[config.mk]
export PLATFORM = sky130hd
export DESIGN_NAME = signed_sum_scan_display
export DESIGN_NICKNAME = d
export VERILOG_FILES = /design/src/rtl/signed_sum_scan_display.sv
export SDC_FILE = /design/constraint.sdc
export NUM_CORES = 1
export LEC_CHECK = 0
export BUFFER_PORTS_ARGS = -buffer_cell sky130_fd_sc_hd__buf_2
export CAP_MARGIN = 5
export CORE_MARGIN = 3
export CORE_UTILIZATION = 50
export CTS_CLUSTER_DIAMETER = 50
export CTS_CLUSTER_SIZE = 12
export DETAILED_ROUTE_END_ITERATION = 16
export GPL_TIMING_DRIVEN = 0
export PLACE_DENSITY = 0.68
export SYNTH_ARGS = -nofsm -noshare
export SYNTH_HDL_FRONTEND = slang
export SYNTH_SLANG_ARGS = --single-unit
[constraint.sdc]
create_clock -name clk_i -period 3.3 [get_ports clk_i]
set_input_delay 0.66 -clock clk_i [delete_from_list [all_inputs] [get_ports clk_i]]
set_output_delay 0.66 -clock clk_i [all_outputs]
set_load 0.005 [all_outputs]
[src/rtl/signed_sum_scan_display.sv]
// Signed adder with sequential double-dabble conversion and a multiplexed 7-segment scan display.
// Optional build macro: SSD_LEADING_ZERO_BLANK_EN blanks leading zero digits on tubes DIGITS-2..1.
module signed_sum_scan_display #(
  parameter int WIDTH    = 4,
  parameter int DIGITS   = 4,
  parameter int SCAN_DIV = 100000
) (
  input  logic              clk_i,
  input  logic              rst_i,
  input  logic [WIDTH-1:0]  a_i,
  input  logic [WIDTH-1:0]  b_i,
  input  logic              load_i,
  output logic              busy_o,
  output logic              overflow_o,
  output logic [DIGITS-1:0] tub_sel_o,
  output logic [7:0]        tub_control_o
);

  function automatic logic [31:0] pow10(input int n);
    logic [31:0] r;
    r = 32'd1;
    for (int i = 0; i < n; i++) r = r * 32'd10;
    return r;
  endfunction

  localparam int NB   = DIGITS - 1;
  localparam int BW   = 4 * NB;
  localparam int SW   = WIDTH + 1;
  localparam int CNTW = $clog2(SW);
  localparam int IW   = $clog2(DIGITS);
  localparam int CW   = (SCAN_DIV > 1) ? $clog2(SCAN_DIV) : 1;
  localparam logic [31:0] LIMIT = pow10(NB);

  typedef enum logic [1:0] {IDLE, CONV, SHOW} state_t;

  function automatic logic [7:0] seg7(input logic [3:0] d);
    case (d)
      4'd0:    return 8'hFC;
      4'd1:    return 8'h60;
      4'd2:    return 8'hDA;
      4'd3:    return 8'hF2;
      4'd4:    return 8'h66;
      4'd5:    return 8'hB6;
      4'd6:    return 8'hBE;
      4'd7:    return 8'hE0;
      4'd8:    return 8'hFE;
      4'd9:    return 8'hF6;
      default: return 8'h00;
    endcase
  endfunction

  state_t            state_q, state_d;
  logic              busy_q, busy_d;
  logic [SW-1:0]     sum_q, sum_d;
  logic              sign_q, sign_d;
  logic [SW-1:0]     shift_q, shift_d;
  logic [BW-1:0]     bcd_q, bcd_d;
  logic [CNTW-1:0]   cnt_q, cnt_d;
  logic [BW-1:0]     disp_bcd_q, disp_bcd_d;
  logic              disp_sign_q, disp_sign_d;
  logic              disp_ovf_q, disp_ovf_d;
  logic              disp_valid_q, disp_valid_d;
  logic [CW-1:0]     scan_q, scan_d;
  logic [IW-1:0]     idx_q, idx_d;
  logic [DIGITS-1:0] sel_q, sel_d;
  logic [7:0]        seg_q, seg_d;

  logic [SW-1:0]     sum_ext, mag_ext, mag_cur;
  logic [BW-1:0]     bcd_adj, bcd_step;
  logic              lead_nz;

  always_comb begin
    state_d      = state_q;
    busy_d       = busy_q;
    sum_d        = sum_q;
    sign_d       = sign_q;
    shift_d      = shift_q;
    bcd_d        = bcd_q;
    cnt_d        = cnt_q;
    disp_bcd_d   = disp_bcd_q;
    disp_sign_d  = disp_sign_q;
    disp_ovf_d   = disp_ovf_q;
    disp_valid_d = disp_valid_q;

    sum_ext = {a_i[WIDTH-1], a_i} + {b_i[WIDTH-1], b_i};
    mag_ext = sum_ext[WIDTH] ? (~sum_ext + 1'b1) : sum_ext;
    mag_cur = sum_q[WIDTH] ? (~sum_q + 1'b1) : sum_q;

    // Double-dabble: digits only carry upward, so the truncated upper digits never disturb the shown ones.
    bcd_adj = bcd_q;
    for (int i = 0; i < NB; i++)
      if (bcd_adj[4*i +: 4] >= 4'd5) bcd_adj[4*i +: 4] = bcd_adj[4*i +: 4] + 4'd3;
    bcd_step = {bcd_adj[BW-2:0], shift_q[SW-1]};

    case (state_q)
      IDLE, SHOW: begin
        if (load_i) begin
          state_d = CONV;
          busy_d  = 1'b1;
          sum_d   = sum_ext;
          sign_d  = sum_ext[WIDTH];
          shift_d = mag_ext;
          bcd_d   = '0;
          cnt_d   = CNTW'(WIDTH);
        end
      end
      CONV: begin
        bcd_d   = bcd_step;
        shift_d = shift_q << 1;
        if (cnt_q == '0) begin
          state_d      = SHOW;
          busy_d       = 1'b0;
          disp_bcd_d   = bcd_step;
          disp_sign_d  = sign_q;
          disp_ovf_d   = (32'(mag_cur) >= LIMIT);
          disp_valid_d = 1'b1;
        end else begin
          cnt_d = cnt_q - 1'b1;
        end
      end
      default: state_d = IDLE;
    endcase

    if (scan_q == '0) begin
      scan_d = CW'(SCAN_DIV - 1);
      idx_d  = (idx_q == IW'(DIGITS - 1)) ? '0 : idx_q + 1'b1;
    end else begin
      scan_d = scan_q - 1'b1;
      idx_d  = idx_q;
    end
    sel_d = {{(DIGITS-1){1'b0}}, 1'b1} << idx_d;

    lead_nz = 1'b0;
    for (int i = 0; i < NB; i++)
      if (i >= int'(idx_d) && disp_bcd_d[4*i +: 4] != 4'd0) lead_nz = 1'b1;

    // Segment pattern follows the next-state display so tub_control stays aligned with tub_sel.
    if (!disp_valid_d) begin
      seg_d = (idx_d == '0) ? 8'hFC : 8'h00;
    end else if (disp_ovf_d) begin
      seg_d = 8'h9E;
    end else if (idx_d == IW'(DIGITS - 1)) begin
      seg_d = disp_sign_d ? 8'b0000_0010 : 8'h00;
    end else begin
      seg_d = seg7(disp_bcd_d[int'(idx_d)*4 +: 4]);
`ifdef SSD_LEADING_ZERO_BLANK_EN
      if (idx_d != '0 && !lead_nz) seg_d = 8'h00;
`endif
    end
  end

  always_ff @(posedge clk_i) begin
    if (rst_i) begin
      state_q      <= IDLE;
      busy_q       <= 1'b0;
      sum_q        <= '0;
      sign_q       <= 1'b0;
      shift_q      <= '0;
      bcd_q        <= '0;
      cnt_q        <= '0;
      disp_bcd_q   <= '0;
      disp_sign_q  <= 1'b0;
      disp_ovf_q   <= 1'b0;
      disp_valid_q <= 1'b0;
      scan_q       <= CW'(SCAN_DIV - 1);
      idx_q        <= '0;
      sel_q        <= {{(DIGITS-1){1'b0}}, 1'b1};
      seg_q        <= 8'hFC;
    end else begin
      state_q      <= state_d;
      busy_q       <= busy_d;
      sum_q        <= sum_d;
      sign_q       <= sign_d;
      shift_q      <= shift_d;
      bcd_q        <= bcd_d;
      cnt_q        <= cnt_d;
      disp_bcd_q   <= disp_bcd_d;
      disp_sign_q  <= disp_sign_d;
      disp_ovf_q   <= disp_ovf_d;
      disp_valid_q <= disp_valid_d;
      scan_q       <= scan_d;
      idx_q        <= idx_d;
      sel_q        <= sel_d;
      seg_q        <= seg_d;
    end
  end

  assign busy_o        = busy_q;
  assign overflow_o    = disp_ovf_q;
  assign tub_sel_o     = sel_q;
  assign tub_control_o = seg_q;

endmodule

# Yosys cells after proc, flatten, opt, wreduce, memory -nomap -nowiden
# Memory sizes are Yosys's and may differ from the RTL's.
# Cells that the tools add are included.
# op_classes
mux	32
shifts	2
addsub	8
order_cmp	3
eq_ne	7
n_reduce_logical	12
bitwise	1
# op_table
operator	count
$mux W12	3
$mux W8	4
$pmux W12 S2	1
$logic_not A17 Y1	1
$sub A17 B1 Y17 const B	1
$ge A4 B3 Y1 const B	3
$shiftx A12 B5 Y4	1
$mux W2	5
$mux W5	2
$pmux W5 S2	1
$mux W3	3
$add A4 B2 Y4 const B	2
$mux W1	8
$mux W4	2
$eq A2 B2 Y1 const B	3
$ne A2 B2 Y1 const B	3
$pmux W3 S2	1
$reduce_and A2 Y1	3
$reduce_and A3 Y1	2
$add A4 B4 Y5	1
$add A5 B1 Y5 const B	1
$not A5 Y5	1
$logic_not A2 Y1	2
$pmux W2 S2	1
9 further kinds	10
# totals
memories	1
word_cells	80
register_bits	70
romBits	112
# memory_table
name	depth	width	rd	rd_ports_with_merged_regs	wr	line	text
(no name shown)	16	7	1	0	0	37	case (d)

# Logic depth before layout (Yosys ltp)
# Gate-level depths: netlist (run 1).
# An unclocked memory read counts as a cell.
# depth
depth_word	9
ltp_mapped	14

# Worst setup path before layout (run 1)
# OpenSTA, ideal clock, no wires.
# synth_timing
path_kind	register -> register
startpoint	register cnt_q[0]
endpoint	register seg_q[4], in the netlist tub_control_o[4]
path_slack_ns	0.287
arrival_time_ns	2.885
path_buffers	2
setup_ns	0.128
period_less_slack_ns	3.013
stages_incl_launch_ff	14
t_required_ns	3.172
cell_sequence	dfxtp_1 inv_1 ha_1 and4bb_2 clkbuf_1 buf_2 mux2i_1 mux2_1 o22ai_1 inv_1 ha_1 nor2b_1 a211oi_1 o21ai_1
# synth_between
elab_chain_cells	8
# synth_rtl
element	line	text
start, declared	58	logic [CNTW-1:0] cnt_q, cnt_d;
start signal, assigned	176	cnt_q <= cnt_d;
$logic_not A3 Y1 (*)	110	if (cnt_q == '0) begin
$mux W12	110	
$mux W12	95	case (state_q)
$shiftx A12 B5 Y4	145	seg_d = seg7(disp_bcd_d[int'(idx_d)*4 +: 4]);
$mem_v2 Z16 W7	-	
$mux W8	142	end else if (idx_d == IW'(DIGITS - 1)) begin
$mux W8	140	end else if (disp_ovf_d) begin
$mux W8 (*)	138	if (!disp_valid_d) begin
end signal, assigned	184	seg_q <= seg_d;
end, declared	66	logic [7:0] seg_q, seg_d;
# Every way passes the cells marked *; elsewhere a longest branch is shown, timed or not.
# A chain may end at the register's enable or synchronous reset.

# Final worst setup path (run 1)
# layout_timing
startpoint	register scan_q[11]
endpoint	register seg_q[4], in the netlist tub_control_o[4]
# layout_between
elab_chain_cells	7
# layout_rtl
element	line	text
start, declared	63	logic [CW-1:0] scan_q, scan_d;
start signal, assigned	165	scan_q <= CW'(SCAN_DIV - 1);
start signal, assigned	181	scan_q <= scan_d;
$logic_not A17 Y1 (*)	124	if (scan_q == '0) begin
$mux W2 (*)	124	
$shiftx A12 B5 Y4	145	
$mem_v2 Z16 W7	-	
$mux W8	142	
$mux W8	140	
$mux W8 (*)	138	
# Marks and branches as above.

==> results of run 1 <==
==> final cells by class <==
cell class / count / area [um^2] / share of cell area (%)
Buffer: 14 / 72.57 / 1.894
Timing Repair Buffer: 23 / 115.1 / 3.005
Sequential cell: 69 / 1381 / 36.05
Tap cell: 77 / 96.34 / 2.515
Clock inverter: 4 / 56.30 / 1.470
Multi-Input combinational cell: 284 / 1887 / 49.25
Clock buffer: 12 / 155.1 / 4.050
Inverter: 18 / 67.56 / 1.764
==> worst max-delay path: cells and delay by family (launching register included) <==
family	cells	cell delay, ps
muxes	1	410
DFF	1	380
buffers and inverters	2	290
AOI/OAI and AO/OA	4	790
adders and majority gates	1	300
and+or+nand+nor	3	760
==> worst paths after layout <==
| kind | slack, ps | depth (start not counted) | to | startpoint |
|---|---|---|---|---|
| setup / recovery | 250 | 11 | tub_control_o[4]$_SDFF_PP1_ | scan_q[11]$_SDFF_PP0_ |
| setup reg to reg | 250 | 11 | tub_control_o[4]$_SDFF_PP1_ | scan_q[11]$_SDFF_PP0_ |
| hold / removal | 410 | 1 | scan_q[0]$_SDFF_PP1_ | scan_q[0]$_SDFF_PP1_ |
| hold reg to reg | 410 | 1 | scan_q[0]$_SDFF_PP1_ | scan_q[0]$_SDFF_PP1_ |
==> state kept, by name (all words and copies together) (netlist names) <==
register and count:
disp_sign_q 1, state_q 2, disp_valid_q 1, disp_bcd_q 12, shift_q 5, tub_control_o 7, scan_q 17, busy_o 1
idx_q 2, overflow_o 1, bcd_q 12, cnt_q 3, sign_q 1, tub_sel_o 4
==> layer usage <==
layer	up-vias	track usage (%)
li1	1407	-
met1	1269	25.76
met2	62	29.71
met3	11	3.631
met4	0	8.654
met5	-	0
==> logic make-up (layout without fill, tap and decap cells) <==
group | after synthesis | after routing
AOI/OAI and AO/OA | 81 | 81
and+or+nand+nor | 144 | 144
xor gates and xnor gates | 17 | 17
muxes | 18 | 18
adders and majority gates | 23 | 23
DFF | 69 | 69
other | 1 | 1
buffers and inverters | 33 | 71
==> metrics by stage <==
stage / worst slack (ps) / util, % / std cells / area [um^2]
floorplan: 287.3 / - / 386 / 3402
global placement: -219.2 / 55.95 / 486 / 3613
detailed placement: -306.8 / 55.95 / 486 / 3613
CTS: 92.72 / 59.22 / 501 / 3825
global route: 8.668 / 59.32 / 501 / 3831
finish: 246.8 / 59.32 / 501 / 3831
==> cell usage in the layout, fill, tap and decap left out, drive strengths merged, types with 2 or more instances in the layout <==
cell type,n
ha,22
o31ai,2
a22oi,12
nor3,13
nor4,7
a211oi,7
or3,6
a21boi,2
nand2,25
clkbuf,21
xnor2,12
nand3,9
dfxtp,69
xor2,5
nor3b,2
mux2i,13
clkinv,3
inv,18
mux2,5
a21o,2
buf,28
o21ai,20
or2,2
nand2b,7
nor2b,11
or3b,3
a21oi,29
nor2,53
==> timing repair <==
item                       in CTS  in global routing
cloned                          0                  0
buffers inserted                0                  0
pin swaps                       0                  0
setup endpoints to repair       7                  2
gates resized for setup         1                  1
==> power by group through the flow <==
stage          registers [uW]  logic [uW]  clock network [uW]
5_1_grt                   886         256                 772
4_1_cts                   882         228                 732
2_1_floorplan             900         160                   0
3_5_place_dp              901         226                   0
6_report                  882         226                 730
3_3_place_gp              901         222                   0
==> results_tabular.tex, run 1 <==
\begin{tabular}{lr}
\hline
Metric & Value \\
\hline
\multicolumn{2}{l}{\textbf{Yosys}} \\
Area share of the leading cell type in the synthesized netlist & 40.60\% \\
Area share of and/or/nand/nor cells after synthesis & 21.33\% \\
Most frequent cell after synthesis & sky130\_fd\_sc\_hd\_\_dfxtp\_1 \\
Mean cell area of the mapped netlist & 8.814 um\^{}2 \\
Mux contribution to synthesized area & 5.958\% \\
Commonest cells in the netlist & 69 x sky130\_fd\_sc\_hd\_\_dfxtp\_1, 53 x sky130\_fd\_sc\_hd\_\_nor2\_1, 29 x sky130\_fd\_sc\_hd\_\_a21oi\_1 \\
Yosys warnings & 0 \\
Share of synthesized area occupied by flip-flops and latches & 40.60\% \\
FFs w/ async S/R, synth & 0\% \\
Post-synthesis instance area & 3402 um\^{}2 \\
Adder-cell share of the synthesized area & 8.680\% \\
Xor/xnor share of the synthesized area & 4.377\% \\
Dominant combinational cell family by area after synthesis & simple AND/OR/NAND/NOR gates \\
Count of cell types in the netlist & 52 \\
Post-synthesis net count & 420 \\
Post-synth top area cell & sky130\_fd\_sc\_hd\_\_dfxtp\_1 \\
Cells taking the most area after synthesis & sky130\_fd\_sc\_hd\_\_dfxtp\_1 41\%, sky130\_fd\_sc\_hd\_\_ha\_1 8.1\%, sky130\_fd\_sc\_hd\_\_nor2\_1 5.8\%, sky130\_fd\_sc\_hd\_\_a21oi\_1 4.3\%, sky130\_fd\_sc\_hd\_\_mux2i\_1 3.5\% \\
Compound-gate portion of the synthesized area & 14.71\% \\
Cells after Synth & 386 \\
Number of enable-type register cells in the synthesized netlist & 0 \\
Dominant register cell in the synthesized netlist & sky130\_fd\_sc\_hd\_\_dfxtp\_1 \\
Number of storage elements in the synthesis netlist & 69 \\
\multicolumn{2}{l}{\textbf{Drt}} \\
Number of search-and-repair iterations in the first detailed-routing pass & 4 \\
Vias per Instance & 5.487 \\
Total DRC errors in the routed layout & 0 \\
Total number of vias & 2749 \\
Highest Signal Layer & met4 \\
Routed wire per std cell & 13.67 um \\
Routed length on met1 & 3340 um \\
Initial drt markers & 118 \\
Number of antenna-violating nets in the routed design & 0 \\
Met3 WL post-DR & 319 um \\
WL final & 6847 um \\
Met2 routed WL & 3076 um \\
\multicolumn{2}{l}{\textbf{Run}} \\
Max-cap viol count & 0 \\
\multicolumn{2}{l}{\textbf{STA}} \\
Post-Route Hold Slack & 407.7 ps \\
Final worst clock skew & 11.09 ps \\
Final Critical Period & 3053 ps \\
Final period util & 92.52\% \\
Worst Max-Slew Pin Slew & 631.6 ps \\
Final max-slew violation count & 0 \\
Summed negative setup slack over all endpoints & 0 ps \\
Maximum clock frequency & 0.3275 GHz \\
Unrepaired setup endpoints after global routing & no \\
Worst max-slew margin expressed relative to the limit & 57.74\% \\
Endpoints failing setup & 0 \\
Number of hold violations in the final report & 0 \\
\multicolumn{2}{l}{\textbf{Floorplanning}} \\
Die Height & 88.49 um \\
Core Area & 6459 um\^{}2 \\
Number of primary I/O pins & 25 \\
Placement Rows & 29 \\
Total die area & 7830 um\^{}2 \\
Starting utilization of the core area & 52.67\% \\
Horiz. Die Dim & 88.49 um \\
\multicolumn{2}{l}{\textbf{Global routing}} \\
Global-route wire length before repair & 11560 um \\
Global-route usage over all layers & 19.11\% \\
Overflow after GRT & 0 \\
Vias in the first global route & 2509 \\
Antenna violations before repair & 0 \\
Pin count of the biggest net entering global routing & 17 \\
\multicolumn{2}{l}{\textbf{Worst setup path}} \\
Setup crit start kind & flop \\
Crit Path Class & flop to flop \\
WP data arrival & 3280 ps \\
Cell breakdown of the critical path & nor4\_4 -> and4\_1 -> buf\_6 -> mux2i\_4 -> a211oi\_1 -> o32ai\_2 -> inv\_1 -> ha\_1 -> nor2b\_1 -> a211oi\_1 -> o21ai\_1 \\
Data required time at the worst endpoint & 3520 ps \\
Crit. End Element & flop \\
Slowest cell delay on critical path & 440 ps \\
Max FO, Critical Path & 9 \\
Most common cell type on the critical path & sky130\_fd\_sc\_hd\_\_a211oi\_1 \\
Critical path's slowest cell & sky130\_fd\_sc\_hd\_\_o32ai\_2 \\
\multicolumn{2}{l}{\textbf{Power}} \\
Switching share of total power & 26.84\% \\
Share of total power in sequential cells & 48.0\% \\
Worst supply voltage drop on vdd & 0.2815 mV \\
Power density over the cells & 479.7 nW/um\^{}2 \\
Total power after layout & 1838 uW \\
Clock share of power & 39.7\% \\
Leakage power & 0.001512 uW \\
Logic pwr share & 12.3\% \\
Net switching power figure & 493.3 uW \\
Int Power & 1345 uW \\
\multicolumn{2}{l}{\textbf{Clock tree}} \\
Clock insertion delay at the later pin of the skew report & 340 ps \\
Number of levels the H-tree was split into & 3 \\
Hold-fix buffer count after cts & 0 \\
Count of clock tree sinks & 69 \\
CTS tree & built \\
Buffer type at the clock tree root & sky130\_fd\_sc\_hd\_\_clkbuf\_8 \\
Max Root-Sink Buffers & 2 \\
Total clock buffers created by CTS & 9 \\
Clock edge transition at the registers on the reported setup and hold paths & 80 ps \\
\multicolumn{2}{l}{\textbf{Placement}} \\
Final HPWL DP & 4991 um \\
Placer congestion estimate & 0.7876 \\
IO Port Bufs & 23 \\
\multicolumn{2}{l}{\textbf{Finish}} \\
Area added between synthesis and finish & 12.61\% \\
Final antenna diode count & 0 \\
Fill cell count & 594 \\
Net count reported at finish & 453 \\
Proportion of layout cells with a drive suffix above 1 & 13.44\% \\
\multicolumn{2}{l}{\textbf{Status}} \\
Run status & finished, final reports clean \\
\multicolumn{2}{l}{\textbf{Hold path}} \\
Class of the tightest hold or removal check & flop to flop \\
\hline
\end{tabular}
No activity file was read; power rests on OpenSTA's default activity.
==> run 2: changes to the inputs <==
--- a/config.mk
+++ b/config.mk
@@ -7,7 +7,7 @@
 export LEC_CHECK = 0
 export BUFFER_PORTS_ARGS = -buffer_cell sky130_fd_sc_hd__buf_2
 export CAP_MARGIN = 5
-export CORE_MARGIN = 3
+export CORE_MARGIN = 2
 export CORE_UTILIZATION = 50
 export CTS_CLUSTER_DIAMETER = 50
 export CTS_CLUSTER_SIZE = 12
==> run 2 against run 1 <==
- final cell count is 0.60% higher
- sequential cell count did not move
- count of clock-buffer cells in the layout decreased by 3
- sequential power is essentially flat
- hold slack got worse by 4.5 ps
- largest cell class unchanged
==> results_tabular.tex, run 2 (synthesized netlist as in run 1, its figures left out) <==
\begin{tabular}{lr}
\hline
Metric & Value \\
\hline
\multicolumn{2}{l}{\textbf{Drt}} \\
Initial drt markers & 118 (unchanged) \\
Total number of vias & 2707 (-1.5\%) \\
WL final & 6792 um (-0.80\%) \\
Routed wire per std cell & 13.48 um (-1.4\%) \\
Number of antenna-violating nets in the routed design & 0 (unchanged) \\
Number of search-and-repair iterations in the first detailed-routing pass & 4 (unchanged) \\
Total DRC errors in the routed layout & 0 (unchanged) \\
Vias per Instance & 5.371 (-2.1\%) \\
\multicolumn{2}{l}{\textbf{Finish}} \\
Largest regs & scan\_q x17, bcd\_q x12, disp\_bcd\_q x12 \\
Most frequent cells in the layout & 69 x sky130\_fd\_sc\_hd\_\_dfxtp\_1, 53 x sky130\_fd\_sc\_hd\_\_nor2\_1, 29 x sky130\_fd\_sc\_hd\_\_a21oi\_1 \\
Post-layout instance area & 3824 um\^{}2 (-0.20\%) \\
Largest register FFs & 17 (unchanged) \\
Final antenna diode count & 0 (unchanged) \\
Commonest non-fill, non-tap cell in the layout & sky130\_fd\_sc\_hd\_\_dfxtp\_1 \\
Non-filler instance count after layout & 504 (+0.60\%) \\
Fill cell count & 600 (+1.0\%) \\
Area added between synthesis and finish & 12.39\% \\
Proportion of layout cells with a drive suffix above 1 & 13.68\% (+0.24 points) \\
Most flop-heavy register & scan\_q \\
Net count reported at finish & 453 (unchanged) \\
\multicolumn{2}{l}{\textbf{Clock tree}} \\
Clock insertion delay at the later pin of the skew report & 350 ps (about the same) \\
Buffer type at the clock tree root & sky130\_fd\_sc\_hd\_\_clkbuf\_8 \\
Max Root-Sink Buffers & 2 (unchanged) \\
Total clock buffers created by CTS & 9 (unchanged) \\
CTS tree & built \\
Count of clock tree sinks & 69 (unchanged) \\
Clock edge transition at the registers on the reported setup and hold paths & 80 ps (about the same) \\
Number of levels the H-tree was split into & 3 (unchanged) \\
\multicolumn{2}{l}{\textbf{Global routing}} \\
Met1 global-route usage & 26.02\% (+0.26 points) \\
Global-route usage over all layers & 19.54\% (+0.43 points) \\
Pin count of the biggest net entering global routing & 17 (unchanged) \\
Global routing met3 resource utilization & 3.048\% (-0.58 points) \\
Most Used Layer, Global Route & met2 \\
Global-route wire length before repair & 11720 um (+1.4\%) \\
Vias in the first global route & 2613 (+4.1\%) \\
Overflow after GRT & 0 (unchanged) \\
Global Route met2 Usage & 32.24\% (+2.5 points) \\
Antenna violations before repair & 0 (unchanged) \\
\multicolumn{2}{l}{\textbf{STA}} \\
Final max-slew violation count & 0 (unchanged) \\
Final Critical Period & 3064 ps (+10.45 ps) \\
Endpoints failing setup & 0 (unchanged) \\
Number of hold violations in the final report & 0 (unchanged) \\
Worst max-slew margin expressed relative to the limit & 55.92\% (-1.8 points) \\
Maximum clock frequency & 0.3264 GHz (-0.34\%) \\
Final worst clock skew & 10.50 ps (-0.5869 ps) \\
Fin worst setup slack & 236.3 ps (-10.45 ps) \\
Worst Max-Slew Pin Slew & 655.2 ps (+23.59 ps) \\
Unrepaired setup endpoints after global routing & no \\
Final period util & 92.84\% (+0.32 points) \\
\multicolumn{2}{l}{\textbf{Floorplanning}} \\
Placement Rows & 30 (+3.4\%) \\
Starting utilization of the core area & 50.92\% (-1.8 points) \\
Total die area & 7480 um\^{}2 (-4.5\%) \\
Die Height & 86.49 um (-2.3\%) \\
Number of primary I/O pins & 25 (unchanged) \\
Horiz. Die Dim & 86.49 um (-2.3\%) \\
Core Area & 6681 um\^{}2 (+3.4\%) \\
\multicolumn{2}{l}{\textbf{Placement}} \\
IO Port Bufs & 23 (unchanged) \\
Total placed instance area & 3617 um\^{}2 (+0.10\%) \\
DP Worst Slack & -265.7 ps (+41.03 ps) \\
Placer congestion estimate & 0.8204 (+4.2\%) \\
Number of placed instances with taps included & 489 (+0.62\%) \\
Final HPWL DP & 4916 um (-1.5\%) \\
\multicolumn{2}{l}{\textbf{Hold path}} \\
Class of the tightest hold or removal check & flop to flop \\
Cell depth of the worst hold path & 1 (unchanged) \\
Hold Startpoint & scan\_q[0]\$\_SDFF\_PP1\_ \\
\multicolumn{2}{l}{\textbf{Worst setup path}} \\
Crit. End Element & flop \\
Crit Path Class & flop to flop \\
Data required time at the worst endpoint & 3540 ps (+20 ps) \\
Max FO, Critical Path & 6 (-3) \\
Worst setup path startpoint & scan\_q[11]\$\_SDFF\_PP0\_ \\
Number of cell instances on the worst register-to-register path & 11 (unchanged) \\
WP data arrival & 3300 ps (+20 ps) \\
Setup crit start kind & flop \\
Worst reg2reg startpoint & scan\_q[11]\$\_SDFF\_PP0\_ \\
\multicolumn{2}{l}{\textbf{Power}} \\
Leakage power & 0.001504 uW (-0.50\%) \\
Worst supply voltage drop on vdd & 0.2863 mV (+1.7\%) \\
Power density over the cells & 471.1 nW/um\^{}2 (-1.8\%) \\
\multicolumn{2}{l}{\textbf{Status}} \\
Run status & finished, final reports clean \\
\multicolumn{2}{l}{\textbf{Run}} \\
Max-cap viol count & 0 (unchanged) \\
\hline
\end{tabular}
## run 2: worst paths after layout
| path | to | slack [ps] |
|---|---|---|
| worst max-delay path | tub_control_o[4]$_SDFF_PP1_ | 240 |
| worst min-delay path | scan_q[0]$_SDFF_PP1_ | 400 |
| worst max register to register | tub_control_o[4]$_SDFF_PP1_ | 240 |
| worst min register to register | scan_q[0]$_SDFF_PP1_ | 400 |
## run 2: final cells by class
| type | instances | area, um^2 | area share [%] |
|---|---|---|---|
| plain buffers | 14 | 75.07 | 1.963 |
| clock buffers | 9 | 123.9 | 3.240 |
| clock inverters | 7 | 73.82 | 1.931 |
| inverters | 18 | 67.56 | 1.767 |
| multi-input cells | 284 | 1887 | 49.35 |
| flip-flops and latches | 69 | 1381 | 36.13 |
| well taps | 80 | 100.1 | 2.618 |
| repair buffers | 23 | 115.1 | 3.010 |
## run 2: per-layer routing
| layer | vias to the layer above | wire length [um] |
|---|---|---|
| met1 | 1247 | 3345 |
| met3 | 8 | 247 |
| met2 | 37 | 3107 |
| met4 | 0 | 92 |
| met5 | - | 0 |
| li1 | 1415 | - |
## run 2: report_power, final
part	internal (uW)	switching (uW)
clock	351	341
sequential	866	17.2
combinational	84.6	141
## run 2: timing repair
action / 4_1_cts / 5_1_grt
setup buffers: 0 / 0
gates resized for setup: 0 / 3
hold buffers: 0 / 0
endpoints found under the setup margin: 6 / 5
## run 2: stage by stage
stage | power [uW] | TNS, ps | hold slack (ps) | utilization (%)
after floorplan | 1060 | 0 | 370.7 | -
after global routing | 1876 | 0 | 423.2 | 57.23
final | 1801 | 0 | 403.2 | 57.23
after global placement | 1122 | -548.2 | 383.5 | 54.14
after detailed placement | 1126 | -632.6 | 389.2 | 54.14
after CTS | 1806 | 0 | 407.4 | 57.04
## run 2: critical path: stages, from the launching register on
cell and delay (ps):
sky130_fd_sc_hd__dfxtp_1 380, sky130_fd_sc_hd__nor4_4 350, sky130_fd_sc_hd__and4_1 270, sky130_fd_sc_hd__buf_6 140, sky130_fd_sc_hd__mux2_4 340, sky130_fd_sc_hd__mux2_1 340
sky130_fd_sc_hd__o22ai_2 270, sky130_fd_sc_hd__inv_1 130, sky130_fd_sc_hd__ha_1 300, sky130_fd_sc_hd__nor2b_1 140, sky130_fd_sc_hd__a211oi_1 190, sky130_fd_sc_hd__o21ai_1 80
